<file path="src/rtl/pipeline_pkg.sv">
// Shared pipeline definitions: fetch FSM states, bubble encoding, PC step
// and a saturating increment used by the optional fetch counters.
package pipeline_pkg;

   typedef enum logic [1:0] {
      FS_IDLE = 2'd0,
      FS_WAIT = 2'd1,
      FS_DROP = 2'd2,
      FS_FULL = 2'd3
   } fetch_state_e;

   localparam logic [31:0] BUBBLE_INSTR = 32'h0000_0000;
   localparam logic [31:0] PC_STEP      = 32'd4;

   function automatic logic [31:0] sat_inc(input logic [31:0] v);
      return (v == 32'hFFFF_FFFF) ? v : v + 32'd1;
   endfunction

endpackage

</file>
<file path="src/rtl/fetch_stage_if.sv">
// Instruction-memory request/ack bus between the fetch stage (master) and memory (slave).
interface fetch_stage_if;
   logic        ImemReq;
   logic [31:0] ImemAddr;
   logic        ImemAck;
   logic [31:0] ImemRdata;

   modport master (output ImemReq, output ImemAddr, input ImemAck, input ImemRdata);
   modport slave  (input ImemReq, input ImemAddr, output ImemAck, output ImemRdata);
endinterface

</file>
<file path="src/rtl/fetch_skid.sv">
// Skid buffer holding one fetched {address, instruction} pair while decode is stalled.
module fetch_skid (
   input  logic        clk,
   input  logic        rst_n,
   input  logic        load_i,
   input  logic        clear_i,
   input  logic [63:0] data_i,
   output logic [63:0] data_o
);

   logic [63:0] data_q;

   // Clear wins over load so a discarded entry can never be resurrected.
   always_ff @(posedge clk or negedge rst_n) begin
      if (!rst_n) begin
         data_q <= 64'h0;
      end else if (clear_i) begin
         data_q <= 64'h0;
      end else if (load_i) begin
         data_q <= data_i;
      end else begin
         data_q <= data_q;
      end
   end

   assign data_o = data_q;

endmodule

</file>
<file path="src/rtl/fetch_stage.sv">
// Fetch stage: PC, single-outstanding imem request FSM, skid buffer and IF/ID register.
// Define FETCH_PERF_EN to add the FetchCountF / FetchStallCountF counters.
module fetch_stage
   import pipeline_pkg::*;
#(
   parameter logic [31:0] RESET_PC = 32'h0000_0000
) (
   input  logic          clk,
   input  logic          reset,
   input  logic          StallF,
   input  logic          StallD,
   input  logic          FlushD,
   input  logic          PCSrcW,
   input  logic [31:0]   ResultW,
   input  logic          BranchTakenD,
   input  logic [31:0]   BranchTargetD,
   input  logic          PCWrPendingF,
   fetch_stage_if.master imem,
   output logic [31:0]   PCF,
   output logic [31:0]   InstrD,
   output logic [31:0]   PCPlus8D,
   output logic          ValidD,
   output logic          FetchBusyF
`ifdef FETCH_PERF_EN
   ,
   output logic [31:0]   FetchCountF,
   output logic [31:0]   FetchStallCountF
`endif
);

   fetch_state_e state_q, state_d;
   logic [31:0]  pc_q, pc_d;
   logic [31:0]  req_addr_q, req_addr_d;
   logic [31:0]  instr_q, instr_d;
   logic [31:0]  pc8_q, pc8_d;
   logic         valid_q, valid_d;
   logic         redirect_s, ack_s;
   logic [31:0]  target_s;
   logic         fetch_load_s, skid_load_s, skid_clear_s, skid_xfer_s;
   logic         busy_s;
   logic [63:0]  skid_data_s;

   fetch_skid u_skid (
      .clk     (clk),
      .rst_n   (reset),
      .load_i  (skid_load_s),
      .clear_i (skid_clear_s),
      .data_i  ({req_addr_q, imem.ImemRdata}),
      .data_o  (skid_data_s)
   );

   // Next-state, PC and skid control.
   always_comb begin
      redirect_s   = PCSrcW | BranchTakenD;
      target_s     = PCSrcW ? ResultW : BranchTargetD;
      ack_s        = imem.ImemAck;
      state_d      = state_q;
      pc_d         = pc_q;
      req_addr_d   = req_addr_q;
      fetch_load_s = 1'b0;
      skid_load_s  = 1'b0;
      skid_clear_s = 1'b0;
      skid_xfer_s  = 1'b0;
      case (state_q)
         FS_IDLE: begin
            if (redirect_s) begin
               pc_d = target_s;
            end else if (!PCWrPendingF && !StallF) begin
               state_d    = FS_WAIT;
               req_addr_d = pc_q;
            end else begin
               state_d = FS_IDLE;
            end
         end
         FS_WAIT: begin
            if (redirect_s) begin
               pc_d    = target_s;
               state_d = ack_s ? FS_IDLE : FS_DROP;
            end else if (ack_s && FlushD) begin
               // Flushed word is refetched: PC is not advanced.
               state_d = FS_IDLE;
            end else if (ack_s && StallD) begin
               pc_d        = req_addr_q + PC_STEP;
               skid_load_s = 1'b1;
               state_d     = FS_FULL;
            end else if (ack_s) begin
               pc_d         = req_addr_q + PC_STEP;
               fetch_load_s = 1'b1;
               state_d      = FS_IDLE;
            end else begin
               state_d = FS_WAIT;
            end
         end
         FS_DROP: begin
            if (redirect_s) begin
               pc_d = target_s;
            end else begin
               pc_d = pc_q;
            end
            state_d = ack_s ? FS_IDLE : FS_DROP;
         end
         FS_FULL: begin
            if (redirect_s) begin
               pc_d         = target_s;
               skid_clear_s = 1'b1;
               state_d      = FS_IDLE;
            end else if (FlushD) begin
               skid_clear_s = 1'b1;
               state_d      = FS_IDLE;
            end else if (!StallD) begin
               skid_xfer_s  = 1'b1;
               skid_clear_s = 1'b1;
               state_d      = FS_IDLE;
            end else begin
               state_d = FS_FULL;
            end
         end
         default: begin
            state_d = FS_IDLE;
         end
      endcase
   end

   // IF/ID register next value: flush beats stall beats load; idle decode gets a bubble.
   always_comb begin
      instr_d = instr_q;
      pc8_d   = pc8_q;
      valid_d = valid_q;
      if (FlushD) begin
         instr_d = BUBBLE_INSTR;
         valid_d = 1'b0;
      end else if (StallD) begin
         valid_d = valid_q;
      end else if (fetch_load_s) begin
         instr_d = imem.ImemRdata;
         pc8_d   = req_addr_q + PC_STEP + PC_STEP;
         valid_d = 1'b1;
      end else if (skid_xfer_s) begin
         instr_d = skid_data_s[31:0];
         pc8_d   = skid_data_s[63:32] + PC_STEP + PC_STEP;
         valid_d = 1'b1;
      end else begin
         instr_d = BUBBLE_INSTR;
         valid_d = 1'b0;
      end
   end

   // State, PC, request address and IF/ID registers.
   always_ff @(posedge clk or negedge reset) begin
      if (!reset) begin
         state_q    <= FS_IDLE;
         pc_q       <= RESET_PC;
         req_addr_q <= 32'h0;
         instr_q    <= BUBBLE_INSTR;
         pc8_q      <= 32'h0;
         valid_q    <= 1'b0;
      end else begin
         state_q    <= state_d;
         pc_q       <= pc_d;
         req_addr_q <= req_addr_d;
         instr_q    <= instr_d;
         pc8_q      <= pc8_d;
         valid_q    <= valid_d;
      end
   end

   // Busy whenever decode cannot be handed an instruction this cycle.
   always_comb begin
      busy_s = 1'b0;
      case (state_q)
         FS_IDLE: busy_s = 1'b1;
         FS_WAIT: busy_s = ~ack_s;
         FS_DROP: busy_s = 1'b1;
         FS_FULL: busy_s = 1'b0;
         default: busy_s = 1'b1;
      endcase
   end

   assign imem.ImemReq  = (state_q == FS_WAIT) || (state_q == FS_DROP);
   assign imem.ImemAddr = req_addr_q;
   assign PCF           = pc_q;
   assign InstrD        = instr_q;
   assign PCPlus8D      = pc8_q;
   assign ValidD        = valid_q;
   assign FetchBusyF    = busy_s;

`ifdef FETCH_PERF_EN
   logic [31:0] fetch_cnt_q, stall_cnt_q;

   // Saturating counters of IF/ID loads and busy cycles.
   always_ff @(posedge clk or negedge reset) begin
      if (!reset) begin
         fetch_cnt_q <= 32'h0;
         stall_cnt_q <= 32'h0;
      end else begin
         if (!FlushD && !StallD && (fetch_load_s || skid_xfer_s)) begin
            fetch_cnt_q <= sat_inc(fetch_cnt_q);
         end else begin
            fetch_cnt_q <= fetch_cnt_q;
         end
         if (busy_s) begin
            stall_cnt_q <= sat_inc(stall_cnt_q);
         end else begin
            stall_cnt_q <= stall_cnt_q;
         end
      end
   end

   assign FetchCountF      = fetch_cnt_q;
   assign FetchStallCountF = stall_cnt_q;
`endif

endmodule

</file>
<file path="src/flat_wrapper.sv">
// flat-port wrapper written by rule: the top's interface ports become plain ports
module fetch_stage_flat import pipeline_pkg::*;
#(
   parameter logic [31:0] RESET_PC = 32'h0000_0000
)
  (clk, reset, StallF, StallD, FlushD, PCSrcW, ResultW, BranchTakenD, BranchTargetD, PCWrPendingF, PCF, InstrD, PCPlus8D, ValidD, FetchBusyF, imem_ImemReq, imem_ImemAddr, imem_ImemAck, imem_ImemRdata);
  fetch_stage_if imem_i ();
  input  logic clk;
  input  logic reset;
  input  logic StallF;
  input  logic StallD;
  input  logic FlushD;
  input  logic PCSrcW;
  input  logic [31:0] ResultW;
  input  logic BranchTakenD;
  input  logic [31:0] BranchTargetD;
  input  logic PCWrPendingF;
  output logic [31:0] PCF;
  output logic [31:0] InstrD;
  output logic [31:0] PCPlus8D;
  output logic ValidD;
  output logic FetchBusyF;
  output wire logic [$bits(imem_i.ImemReq)-1:0] imem_ImemReq;
  output wire logic [$bits(imem_i.ImemAddr)-1:0] imem_ImemAddr;
  input wire logic [$bits(imem_i.ImemAck)-1:0] imem_ImemAck;
  input wire logic [$bits(imem_i.ImemRdata)-1:0] imem_ImemRdata;
  assign imem_ImemReq = imem_i.ImemReq;
  assign imem_ImemAddr = imem_i.ImemAddr;
  assign imem_i.ImemAck = imem_ImemAck;
  assign imem_i.ImemRdata = imem_ImemRdata;
  fetch_stage #(.RESET_PC(RESET_PC)) u_core (.clk(clk), .reset(reset), .StallF(StallF), .StallD(StallD), .FlushD(FlushD), .PCSrcW(PCSrcW), .ResultW(ResultW), .BranchTakenD(BranchTakenD), .BranchTargetD(BranchTargetD), .PCWrPendingF(PCWrPendingF), .imem(imem_i), .PCF(PCF), .InstrD(InstrD), .PCPlus8D(PCPlus8D), .ValidD(ValidD), .FetchBusyF(FetchBusyF));
endmodule
</file>
<file path="config.mk">
export PLATFORM = sky130hd
export DESIGN_NAME = fetch_stage_flat
export DESIGN_NICKNAME = d
export VERILOG_FILES = /design/src/rtl/pipeline_pkg.sv /design/src/rtl/fetch_stage_if.sv /design/src/rtl/fetch_skid.sv /design/src/rtl/fetch_stage.sv /design/src/flat_wrapper.sv
export SDC_FILE = /design/constraint.sdc
export NUM_CORES = 1
export LEC_CHECK = 0
export CAP_MARGIN = 20
export CORE_UTILIZATION = 45
export CTS_BUF_LIST = sky130_fd_sc_hd__clkbuf_4
export CTS_CLUSTER_SIZE = 24
export DETAILED_ROUTE_END_ITERATION = 6
export GPL_TIMING_DRIVEN = 0
export PLACE_DENSITY = 0.73
export SLEW_MARGIN = 20
export SYNTH_ARGS = -nofsm -noshare
export SYNTH_HDL_FRONTEND = slang
export SYNTH_SLANG_ARGS = --single-unit
</file>
<file path="constraint.sdc">
create_clock -name clk -period 3.8 [get_ports clk]
set_clock_uncertainty 0.05 [all_clocks]
set_input_delay 0.57 -clock clk [delete_from_list [all_inputs] [get_ports clk]]
set_output_delay 0.57 -clock clk [all_outputs]
set_load 0.02 [all_outputs]
</file>
==> results_dict.tcl <==
set metrics [dict create \
    std_cell_rows 55 \
    start_util_pct 46.4 \
    io_pins 236 \
    groute.layer.met3.usage_pct 4.60 \
    timing.critical_path.fanout_max 10 \
    routed_wire_length_per_instance_um 19.1 \
    drive_above_1_share_pct 9.17 \
    max_freq_ghz 0.274 \
    final_hold_viol_count 0 \
    mappedNetlistArea_mm2 0.0106 \
    cap_violations 0 \
    die_area_mm2 0.0242 \
    holdCritPathClass "primary input to asynchronous set/reset pin" \
    clock_tree.root_cell "clkbuf_4" \
    dp_hpwl_um 25100 \
    crit_slowest_cell "or4_1" \
    fill_cells 2008 \
    total_power_uw 6950 \
    cts_inserted_buffers 17 \
    mappedNetlistNets 1226 \
    synth_edf_count 0 \
    power.density_cell_area_mw_per_mm2 505 \
    setup_viol 0 \
    cp_data_arrival_time_ns 4.11 \
    h-tree-depth 4 \
    crit_chain "clkbuf_1 -> inv_1 -> ha_1 -> nor3_2 -> nand4_1 -> nor3_1 -> nand3_1 -> or4_1 -> a31o_1" \
    minimum_period_implied_by_the_final_worst_setup_slack_ns 3.65 \
    failed_checks "design-rule violations" \
    maximum_number_of_pins_on_one_net_before_global_route_repair 81 \
    grt.met2_usage_pct 44.2 \
    worstSkewPairLatency_ns 0.62 \
    tritoncts "done" \
    top_usage_layer "met2" \
    cts.path.max_buffers 2 \
    max_slew.worst_pin.slew_ns 0.985 \
    setup.worst_path.end_class "flip-flop" \
    crit_required_ns 4.27 \
    clkTransAtPathRegs_ns 0.19 \
    synthDominantCellAreaShare_pct 46.1 \
    synth_area_per_cell_um2 9.51 \
    groute.usage.overall_pct 27.3 \
    async_reset_ff_share_pct 100 \
    cts.sink_count 195 \
    yosys.cell_types.count 70 \
    power.static_leakage_uw 0.00569 \
    grt_util_met1_pct 37.2 \
    slew-limit-headroom_pct 34.1 \
    die_height_um 155 \
    vdd.ir_drop.worst_uv 274 \
    post_cts_resized 0 \
    cp_slowest_stage_delay_ns 0.50 \
    routed_wirelength_um 32500 \
    coreArea_mm2 0.0228 \
    port_buffer_count 235 \
    die_w_um 155 \
    first_pass_iters 7 \
    synthDominantAreaCellType "dfrtp_1" \
    finalMaxSlewViolations 0 \
    finish.instance_area_mm2 0.0137 \
    ys_seq_area_share_pct 46.1 \
    worstSetupStartpointType "flip-flop" \
    synthTopCellsByArea "dfrtp_1, nand2_1, mux2_2" \
    area_growth_syn_to_layout_pct 29.7 \
    via_per_inst 5.70 \
    setup.worst_path.class "flip-flop to flip-flop" \
    placed_area_mm2 0.0134 \
    grt_first_pass_wirelength_um 50600 \
    synth_top_flop_cell "dfrtp_1" \
    grt_overflow_total 0 \
    fin_nets 1484 \
    grt_pass1_vias 9264 \
    dr.first_iter.drc_count 803 \
    syn-instance-count 1114 \
    post-synth-top-count-cell "nand2_1" \
    grt_setup_unrepaired "no" \
    run_status "finished, violations left" \
    antenna_violating_nets_post_route 0 \
    ys_top_cells_by_count "nand2_1, dfrtp_1, o21ai_0, clkbuf_1, nor2_1" \
    vias 9687 \
    initial_antenna_violation_count 1 \
    finalWeightedCongestion 0.930 \
    ys_ff_latch 195 \
    route.detailed.drc 2 \
    layout_worst_path_cycle_share_pct 96.0 \
    ys.warnings.count 0 \
]
## worst max-delay path, delay by kind of cell (launching register included)
family	cells	cell delay, ns
simple gates	5	1.61
buf+inv	2	0.73
flops	1	0.48
fa+ha+maj	1	0.45
compound gates	1	0.23
## flip-flops by register name, summed over array words and instances, names as in the netlist
name	cells
u_core.u_skid.data_o	64
u_core.InstrD	32
u_core.PCF	32
u_core.PCPlus8D	32
u_core.imem.ImemAddr	32
u_core.state_q	2
u_core.ValidD	1
## placed cells by master (no fill, tap or decap), types with 6 or more instances in the layout
cell             instances
o211ai_1                18
a21o_1                   6
buf_1                    7
clkbuf_4                17
clkdlybuf4s50_1        234
nor3_1                  12
a22o_1                  41
a31oi_1                 15
buf_4                    6
clkbuf_1                56
nor2b_1                  7
mux2_2                  46
xor2_1                  28
nand4_1                 17
nor2_1                  56
and4_1                  13
dfrtp_1                195
a211oi_1                16
nand3_1                 25
nor4_1                   8
a22oi_1                 32
and3_1                  10
buf_2                   13
xnor2_1                 42
o21ai_0                 67
mux2i_1                 14
nand2_1                207
ha_1                     7
and2_1                  10
o31ai_1                  9
inv_1                   15
a21oi_1                 42
## report_power, final
part           total, uW  switching (uW)  internal (uW)
Sequential          2900             443           2460
Clock               1200             868            328
Combinational       2850            1600           1240
## timing repair
item                                    4_1_cts  5_1_grt
endpoints found under the setup margin        0        0
hold buffers                                  1        0
buffers inserted                              0        0
hold endpoints to repair                     50        0
## path summary, 6_finish.rpt
path / cells past startpoint / endpoint / start / slack [ns]
min in group clk: 2 / u_core.InstrD[17] / u_core.u_skid.data_o[17] / 0.43
setup reg to reg: 9 / u_core.PCPlus8D[19] / u_core.imem.ImemAddr[2] / 0.15
hold reg to reg: 2 / u_core.InstrD[17] / u_core.u_skid.data_o[17] / 0.43
hold / removal: 2 / u_core.imem.ImemAddr[7] / reset / 0.36
max in group asynchronous: 3 / u_core.u_skid.data_o[58] / reset / 2.56
setup / recovery: 9 / u_core.PCPlus8D[19] / u_core.imem.ImemAddr[2] / 0.15
## final cells by class
class,count,area (um2),share of cell area [%]
Buffer,84,357,2.59
Inverter,15,56.3,0.410
Clock buffer,17,128,0.928
Sequential cell,195,4880,35.5
Clock inverter,15,196,1.43
Timing Repair Buffer,239,2430,17.7
Multi-Input combinational cell,820,5310,38.6
Antenna cell,1,2.50,0.0182
Tap cell,313,392,2.85
## layer usage
layer | share of wire [%] | up-vias | routed length (um)
met5 | 0 | - | 0
met4 | 2.5 | 0 | 804
met3 | 7.5 | 53 | 2440
li1 | - | 4513 | -
met2 | 47 | 449 | 15300
met1 | 43 | 4672 | 14000
## cell families (layout without fill, tap and decap cells)
family	after synthesis	after routing	synth area share, %
AND/OR/NAND/NOR	404	404	19.2
AO/OA/AOI/OAI	277	277	17.7
flip-flops	195	195	46.1
buffers and inverters	99	370	3.90
XOR/XNOR	72	72	6.09
multiplexers	60	60	6.21
adder cells (fa/ha/maj)	7	7	0.827
other	0	1	0
## through the flow
step / cells / util [%] / hold slack (ns) / worst slack [ns] / setup TNS [ns]
6_report: 1699 / 60.2 / 0.358 / 0.152 / 0
5_1_grt: 1699 / 60.2 / 0.374 / 0.0253 / 0
4_1_cts: 1698 / 60.2 / 0.358 / 0.283 / 0
3_5_place_dp: 1665 / 58.7 / 0.402 / 0.00439 / 0
3_3_place_gp: 1662 / 58.4 / 0.395 / -5.92 / -1153.04
2_1_floorplan: 1114 / - / 0.224 / 0.945 / 0
Power figures use the tool's default switching activity.
